### config.mk
export PLATFORM = sky130hd
export DESIGN_NAME = mem_addr_seq
export DESIGN_NICKNAME = d
export VERILOG_FILES = /design/src/rtl/mem_addr_seq.sv
export SDC_FILE = /design/constraint.sdc
export NUM_CORES = 1
export LEC_CHECK = 0
export ABC_CLOCK_PERIOD_IN_PS = 4300
export CORE_ASPECT_RATIO = 1.5
export CORE_MARGIN = 4
export CORE_UTILIZATION = 30
export CTS_CLUSTER_DIAMETER = 100
export DETAILED_ROUTE_END_ITERATION = 12
export PLACE_DENSITY = 0.63
export SYNTH_ARGS = -nofsm -noshare
export SYNTH_HDL_FRONTEND = slang
export SYNTH_SLANG_ARGS = --single-unit
export TNS_END_PERCENT = 5
### constraint.sdc
create_clock -name clk -period 4.3 [get_ports clk]
set_input_delay 0.86 -clock clk [delete_from_list [all_inputs] [get_ports clk]]
set_output_delay 0.86 -clock clk [all_outputs]
set_load 0.05 [all_outputs]
### src/rtl/mem_addr_seq.sv
// Registered memory-address select with a start/busy/done multi-beat sequencer.
// Define MEM_ADDR_SEQ_WRAPBURST_EN for critical-word-first wrapping bursts; default is linear.
module mem_addr_seq #(
    parameter int ADDR_W    = 32,
    parameter int N_SRC     = 8,
    parameter int SEL_W     = 3,
    parameter int MEM_LAT   = 1,
    parameter int MAX_BEATS = 4
) (
    input  logic                      clk,
    input  logic                      reset,
    input  logic [N_SRC*ADDR_W-1:0]   src_addr,
    input  logic [SEL_W-1:0]          MemAddrCtrl,
    input  logic                      start,
    input  logic [2:0]                beats,
    input  logic [1:0]                size,
    output logic [ADDR_W-1:0]         mem_addr,
    output logic                      beat_valid,
    output logic                      busy,
    output logic                      done,
    output logic                      align_err
);

    localparam int BEAT_W = $clog2(MAX_BEATS + 1);
    localparam int WAIT_W = (MEM_LAT < 2) ? 1 : $clog2(MEM_LAT);

    typedef enum logic [1:0] {
        ST_IDLE   = 2'd0,
        ST_ACCESS = 2'd1,
        ST_DONE   = 2'd2,
        ST_ERR    = 2'd3
    } state_t;

    state_t              state_q, state_d;
    logic [ADDR_W-1:0]   base_q, base_d;
    logic [1:0]          size_q, size_d;
    logic [BEAT_W-1:0]   nbeats_q, nbeats_d;
    logic [BEAT_W-1:0]   beat_q, beat_d;
    logic [WAIT_W-1:0]   wait_q, wait_d;
    logic [ADDR_W-1:0]   mem_addr_q, mem_addr_d;
    logic                beat_valid_q, beat_valid_d;
    logic                busy_q, busy_d;
    logic                done_q, done_d;
    logic                align_err_q, align_err_d;
    logic [ADDR_W-1:0]   sel_addr_s;

    function automatic logic [1:0] stride_shift(input logic [1:0] sz);
        case (sz)
            2'b00:   return 2'd0;
            2'b01:   return 2'd1;
            default: return 2'd2;
        endcase
    endfunction

    function automatic logic misaligned(input logic [ADDR_W-1:0] a, input logic [1:0] sz);
        case (sz)
            2'b00:   return 1'b0;
            2'b01:   return a[0];
            default: return (a[1:0] != 2'b00);
        endcase
    endfunction

    function automatic logic [BEAT_W-1:0] clamp_beats(input logic [2:0] req);
        if (req == 3'd0) begin
            return BEAT_W'(1);
        end else if (32'(req) > MAX_BEATS) begin
            return BEAT_W'(MAX_BEATS);
        end else begin
            return BEAT_W'(req);
        end
    endfunction

`ifdef MEM_ADDR_SEQ_WRAPBURST_EN
    // Block is nbeats rounded up to a power of two, times the stride, naturally aligned.
    function automatic logic [ADDR_W-1:0] beat_addr(input logic [ADDR_W-1:0] base,
                                                     input logic [1:0]        sz,
                                                     input logic [BEAT_W-1:0] idx,
                                                     input logic [BEAT_W-1:0] nb);
        logic [ADDR_W-1:0] off;
        logic [ADDR_W-1:0] mask;
        int unsigned       lg;
        off = ADDR_W'(idx) << stride_shift(sz);
        lg  = 0;
        for (int i = 0; i <= BEAT_W; i++) begin
            if ((32'd1 << lg) < 32'(nb)) begin
                lg = lg + 1;
            end else begin
                lg = lg;
            end
        end
        mask = (ADDR_W'(1) << (lg + 32'(stride_shift(sz)))) - ADDR_W'(1);
        return (base & ~mask) | ((base + off) & mask);
    endfunction
`else
    function automatic logic [ADDR_W-1:0] beat_addr(input logic [ADDR_W-1:0] base,
                                                     input logic [1:0]        sz,
                                                     input logic [BEAT_W-1:0] idx);
        return base + (ADDR_W'(idx) << stride_shift(sz));
    endfunction
`endif

    // Source select; out-of-range selects fall back to source 0.
    always_comb begin
        sel_addr_s = src_addr[0 +: ADDR_W];
        for (int unsigned k = 1; k < N_SRC; k++) begin
            if (32'(MemAddrCtrl) == k) begin
                sel_addr_s = src_addr[k*ADDR_W +: ADDR_W];
            end else begin
                sel_addr_s = sel_addr_s;
            end
        end
    end

    // Sequencer next-state and next-output computation.
    always_comb begin
        state_d      = state_q;
        base_d       = base_q;
        size_d       = size_q;
        nbeats_d     = nbeats_q;
        beat_d       = beat_q;
        wait_d       = wait_q;
        mem_addr_d   = mem_addr_q;
        beat_valid_d = 1'b0;
        busy_d       = 1'b0;
        done_d       = 1'b0;
        align_err_d  = 1'b0;
        case (state_q)
            ST_IDLE: begin
                mem_addr_d = sel_addr_s;
                if (start) begin
                    base_d   = sel_addr_s;
                    size_d   = size;
                    nbeats_d = clamp_beats(beats);
                    beat_d   = '0;
                    wait_d   = '0;
                    if (misaligned(sel_addr_s, size)) begin
                        state_d     = ST_ERR;
                        done_d      = 1'b1;
                        align_err_d = 1'b1;
                    end else begin
                        state_d      = ST_ACCESS;
                        busy_d       = 1'b1;
                        beat_valid_d = (MEM_LAT == 1);
                    end
                end else begin
                    state_d = ST_IDLE;
                end
            end
            ST_ACCESS: begin
                if (wait_q == WAIT_W'(MEM_LAT - 1)) begin
                    wait_d = '0;
                    if (beat_q == nbeats_q - BEAT_W'(1)) begin
                        state_d = ST_DONE;
                        done_d  = 1'b1;
                    end else begin
                        beat_d       = beat_q + BEAT_W'(1);
                        busy_d       = 1'b1;
                        beat_valid_d = (MEM_LAT == 1);
`ifdef MEM_ADDR_SEQ_WRAPBURST_EN
                        mem_addr_d   = beat_addr(base_q, size_q, beat_q + BEAT_W'(1), nbeats_q);
`else
                        mem_addr_d   = beat_addr(base_q, size_q, beat_q + BEAT_W'(1));
`endif
                    end
                end else begin
                    wait_d       = wait_q + WAIT_W'(1);
                    busy_d       = 1'b1;
                    beat_valid_d = ((wait_q + WAIT_W'(1)) == WAIT_W'(MEM_LAT - 1));
                end
            end
            ST_DONE: begin
                state_d = ST_IDLE;
            end
            ST_ERR: begin
                state_d = ST_IDLE;
            end
            default: begin
                state_d = ST_IDLE;
            end
        endcase
    end

    // State and output registers with synchronous active-low reset.
    always_ff @(posedge clk) begin
        if (!reset) begin
            state_q      <= ST_IDLE;
            base_q       <= '0;
            size_q       <= 2'b00;
            nbeats_q     <= '0;
            beat_q       <= '0;
            wait_q       <= '0;
            mem_addr_q   <= '0;
            beat_valid_q <= 1'b0;
            busy_q       <= 1'b0;
            done_q       <= 1'b0;
            align_err_q  <= 1'b0;
        end else begin
            state_q      <= state_d;
            base_q       <= base_d;
            size_q       <= size_d;
            nbeats_q     <= nbeats_d;
            beat_q       <= beat_d;
            wait_q       <= wait_d;
            mem_addr_q   <= mem_addr_d;
            beat_valid_q <= beat_valid_d;
            busy_q       <= busy_d;
            done_q       <= done_d;
            align_err_q  <= align_err_d;
        end
    end

    assign mem_addr   = mem_addr_q;
    assign beat_valid = beat_valid_q;
    assign busy       = busy_q;
    assign done       = done_q;
    assign align_err  = align_err_q;

endmodule
==> out/qor.txt <==
Hold Path Origin = nbeats_q[1]
Crit start category = register
Seq/Total Area, Yosys = 25.28%
Setup Fix Bufs, Post-CTS = 0
Port Buf Inserts = 302
Routed WL = 25.63 mm
CTS Hold Buffers Added = 0
Min Tclk post-route = 3.155 ns
Die area = 22720 µm²
Synth area leader = dfxtp_1
Worst Hold End = nbeats_q[1]
Crit path required time = 4.56 ns
Total global-route track usage = 21.71%
DRC violations left = 0
Clock Skew = 0.01052 ns
Setup ws final = 1.145 ns
Cell Area, Synth = 6098 µm²
Die width = 124.4 µm
Placed insts = 1172
Drt pass-1 iters = 5
Root buf cell = clkbuf_16
Initial antenna violation count = 2
DP Worst Slack = 1.168 ns
Clock Sink Count = 77
Final Max Tran Viols = 0
Nets@finish = 1199
Final Hold Viols = 0
RD Place Congestion = 0.8833
Mapped Nets = 931
CTS Buffer Depth = 2
Clk pwr share = 25.3%
Post-synth ARST share = 0%
Setup CP Type = register to register
Yosys warning count = 0
Largest net degree at the start of global routing = 77
Peak supply drop = 224.2 µV
DR iter-0 viols = 325
Area grow syn2layout = 56.13%
Worst reg2reg path depth = 11
CTS tree = done
Worst hold margin = 0.4598 ns
Finished Layout Cells = 1188
Reg2reg start = beat_q[0]
Logic pwr share = 42.9%
TNS Setup = 0 ns
Grt total ovfl = 0
Worst hold path depth = 2
Arrival time worst endpoint = 3.42 ns
Sequential fraction of design power = 31.7%
Initial Util = 30.70%
Core ar. = 19860 µm²
HPWL Detailed = 20.95 mm
Via density = 5.492
Share of layout cells above drive strength 1 = 11.76%
Clock transition at the registers of the reported paths = 0.06 ns
Clock buffer count from CTS = 9
Vias = 6524
Syn Inst Count = 655
Worst-margin pin slew = 1.048 ns
Reg2Reg Setup Slack = 1.14 ns
Number of top-level pins = 303
Max-cap violations = 0
H-tree Lvls = 3
Worst r2r dst = mem_addr[28]
Final Util = 47.93%
CP Max Fanout = 16
PostCTS Resize Cnt = 0
EDFF count, synth = 0
P_sw = 1.079 mW
Post-route clock period utilization = 73.38%
Type of the worst min-delay path = register to register
Worst-skew pair later-pin latency = 0.33 ns
Leakage = 3.442 nW
Internal cell power = 1.862 mW
Vias in the first global route = 6613
Slew margin rel. = 30.15%
Antenna-violating nets left = 0
Synthesized flop and latch total = 77
Row count = 63
CP Capture Type = register
Top FF cell, synth = dfxtp_1
Synth area leaders = dfxtp_1 25%, mux4_2 20%, mux2i_1 5.1%
Outcome = completed
Power per cell area = 308.9 nW/µm²
Yosys cell types = 73
Yosys top cell area share = 25.28%
First-pass GRT wire length = 38.58 mm
Final setup fails = 0
RSZ-0062 raised after global routing = no
Sw Ratio = 36.69%
Average size of a mapped cell = 9.310 µm²
Fmax achieved = 0.3169 GHz
Die Y = 182.6 µm
WL/cell = 21.58 µm
-- power by group through the flow --
stage,registers [mW],clock network [mW],logic (mW)
after floorplan,1.12,0,0.554
after detailed placement,0.947,0,1.27
after global placement,0.948,0,1.26
final,0.934,0.745,1.26
after global routing,0.950,0.787,1.36
after CTS,0.934,0.755,1.27
-- placed cells by master, fill, tap and decap left out, types with 14 or more instances in the layout --
master             n
clkdlybuf4s50_1  299
dfxtp_1           77
nor2_1            61
mux4_2            54
a21oi_1           47
nand2_1           38
mux2i_1           31
a211oi_1          31
o21ai_0           28
nand3_1           23
nor3_1            14
-- worst max-delay path by stage --
stage | start | to | slack, ns
after floorplan | beat_q[0] | mem_addr[28] | 1.46
after global placement | MemAddrCtrl[0] | align_err | 1.22
after detailed placement | beat_q[0] | mem_addr[28] | 1.17
after CTS | beat_q[0] | mem_addr[28] | 1.16
after global routing | beat_q[0] | mem_addr[28] | 0.88
final | beat_q[0] | mem_addr[28] | 1.14
-- kinds of logic after synthesis --
group	after synthesis	share of synthesized area, %
AND/OR/NAND/NOR	209	17.87
other	1	0.06149
flip-flops	77	25.28
adder cells (fa/ha/maj)	9	1.970
buffers and inverters	69	5.499
XOR/XNOR	20	3.098
AO/OA/AOI/OAI	175	19.35
multiplexers	95	26.88
-- cell usage after synthesis, types with 6 or more instances --
cell	n
xnor2_1	10
buf_4	11
nor2b_1	9
ha_1	8
mux2_2	10
clkbuf_1	21
dfxtp_1	77
nand3_1	23
mux4_2	54
o21ai_0	28
a211oi_1	31
nor3_1	14
nor2_1	61
nand4_1	13
and4_1	6
o31ai_1	6
nor4_1	6
inv_1	12
buf_2	16
nand2_1	38
xor2_1	9
a21oi_1	47
mux2i_1	31
a31oi_1	10
and2_1	7
-- metrics by stage --
step | cell area [µm²] | total power, mW
finish | 9522 | 2.942
global route | 9519 | 3.097
CTS | 9519 | 2.960
detailed placement | 9229 | 2.213
global placement | 9229 | 2.206
floorplan | 6098 | 1.673
-- flip-flops by register name, summed over array words and instances (netlist names) --
name / flops
size_q: 2
base_q: 32
mem_addr: 32
align_err: 1
state_q: 2
nbeats_q: 3
done: 1
beat_q: 3
beat_valid: 1
-- critical path: stages (launching register included) --
cell and delay, ns:
dfxtp_1 0.37, ha_1 0.26, xor2_1 0.17, mux2_2 0.27
nor2_1 0.09, a21oi_1 0.05, ha_1 0.37, a211oi_1 0.11
o21a_2 0.35, or4_4 0.58, or3_1 0.32, a31oi_1 0.13
-- per-layer routing --
layer  GRT usage, %  vias to the layer above  share of wire, %
li1               -                     3081                 -
met1          26.59                     3159                39
met2          38.89                      255                52
met3          5.154                       25               7.5
met4          4.344                        4               1.4
met5              0                        -             0.082
-- layout make-up --
type / count / area (µm²)
repair buffers: 311 / 3080
clock buffers: 9 / 225.2
well taps: 260 / 325.3
flip-flops and latches: 77 / 1541
diodes: 1 / 2.502
fillers: 1935 / 10340
inverters: 15 / 56.30
clock inverters: 6 / 65.06
multi-input cells: 509 / 4225
Note: power is estimated with default switching activity, not from simulation.
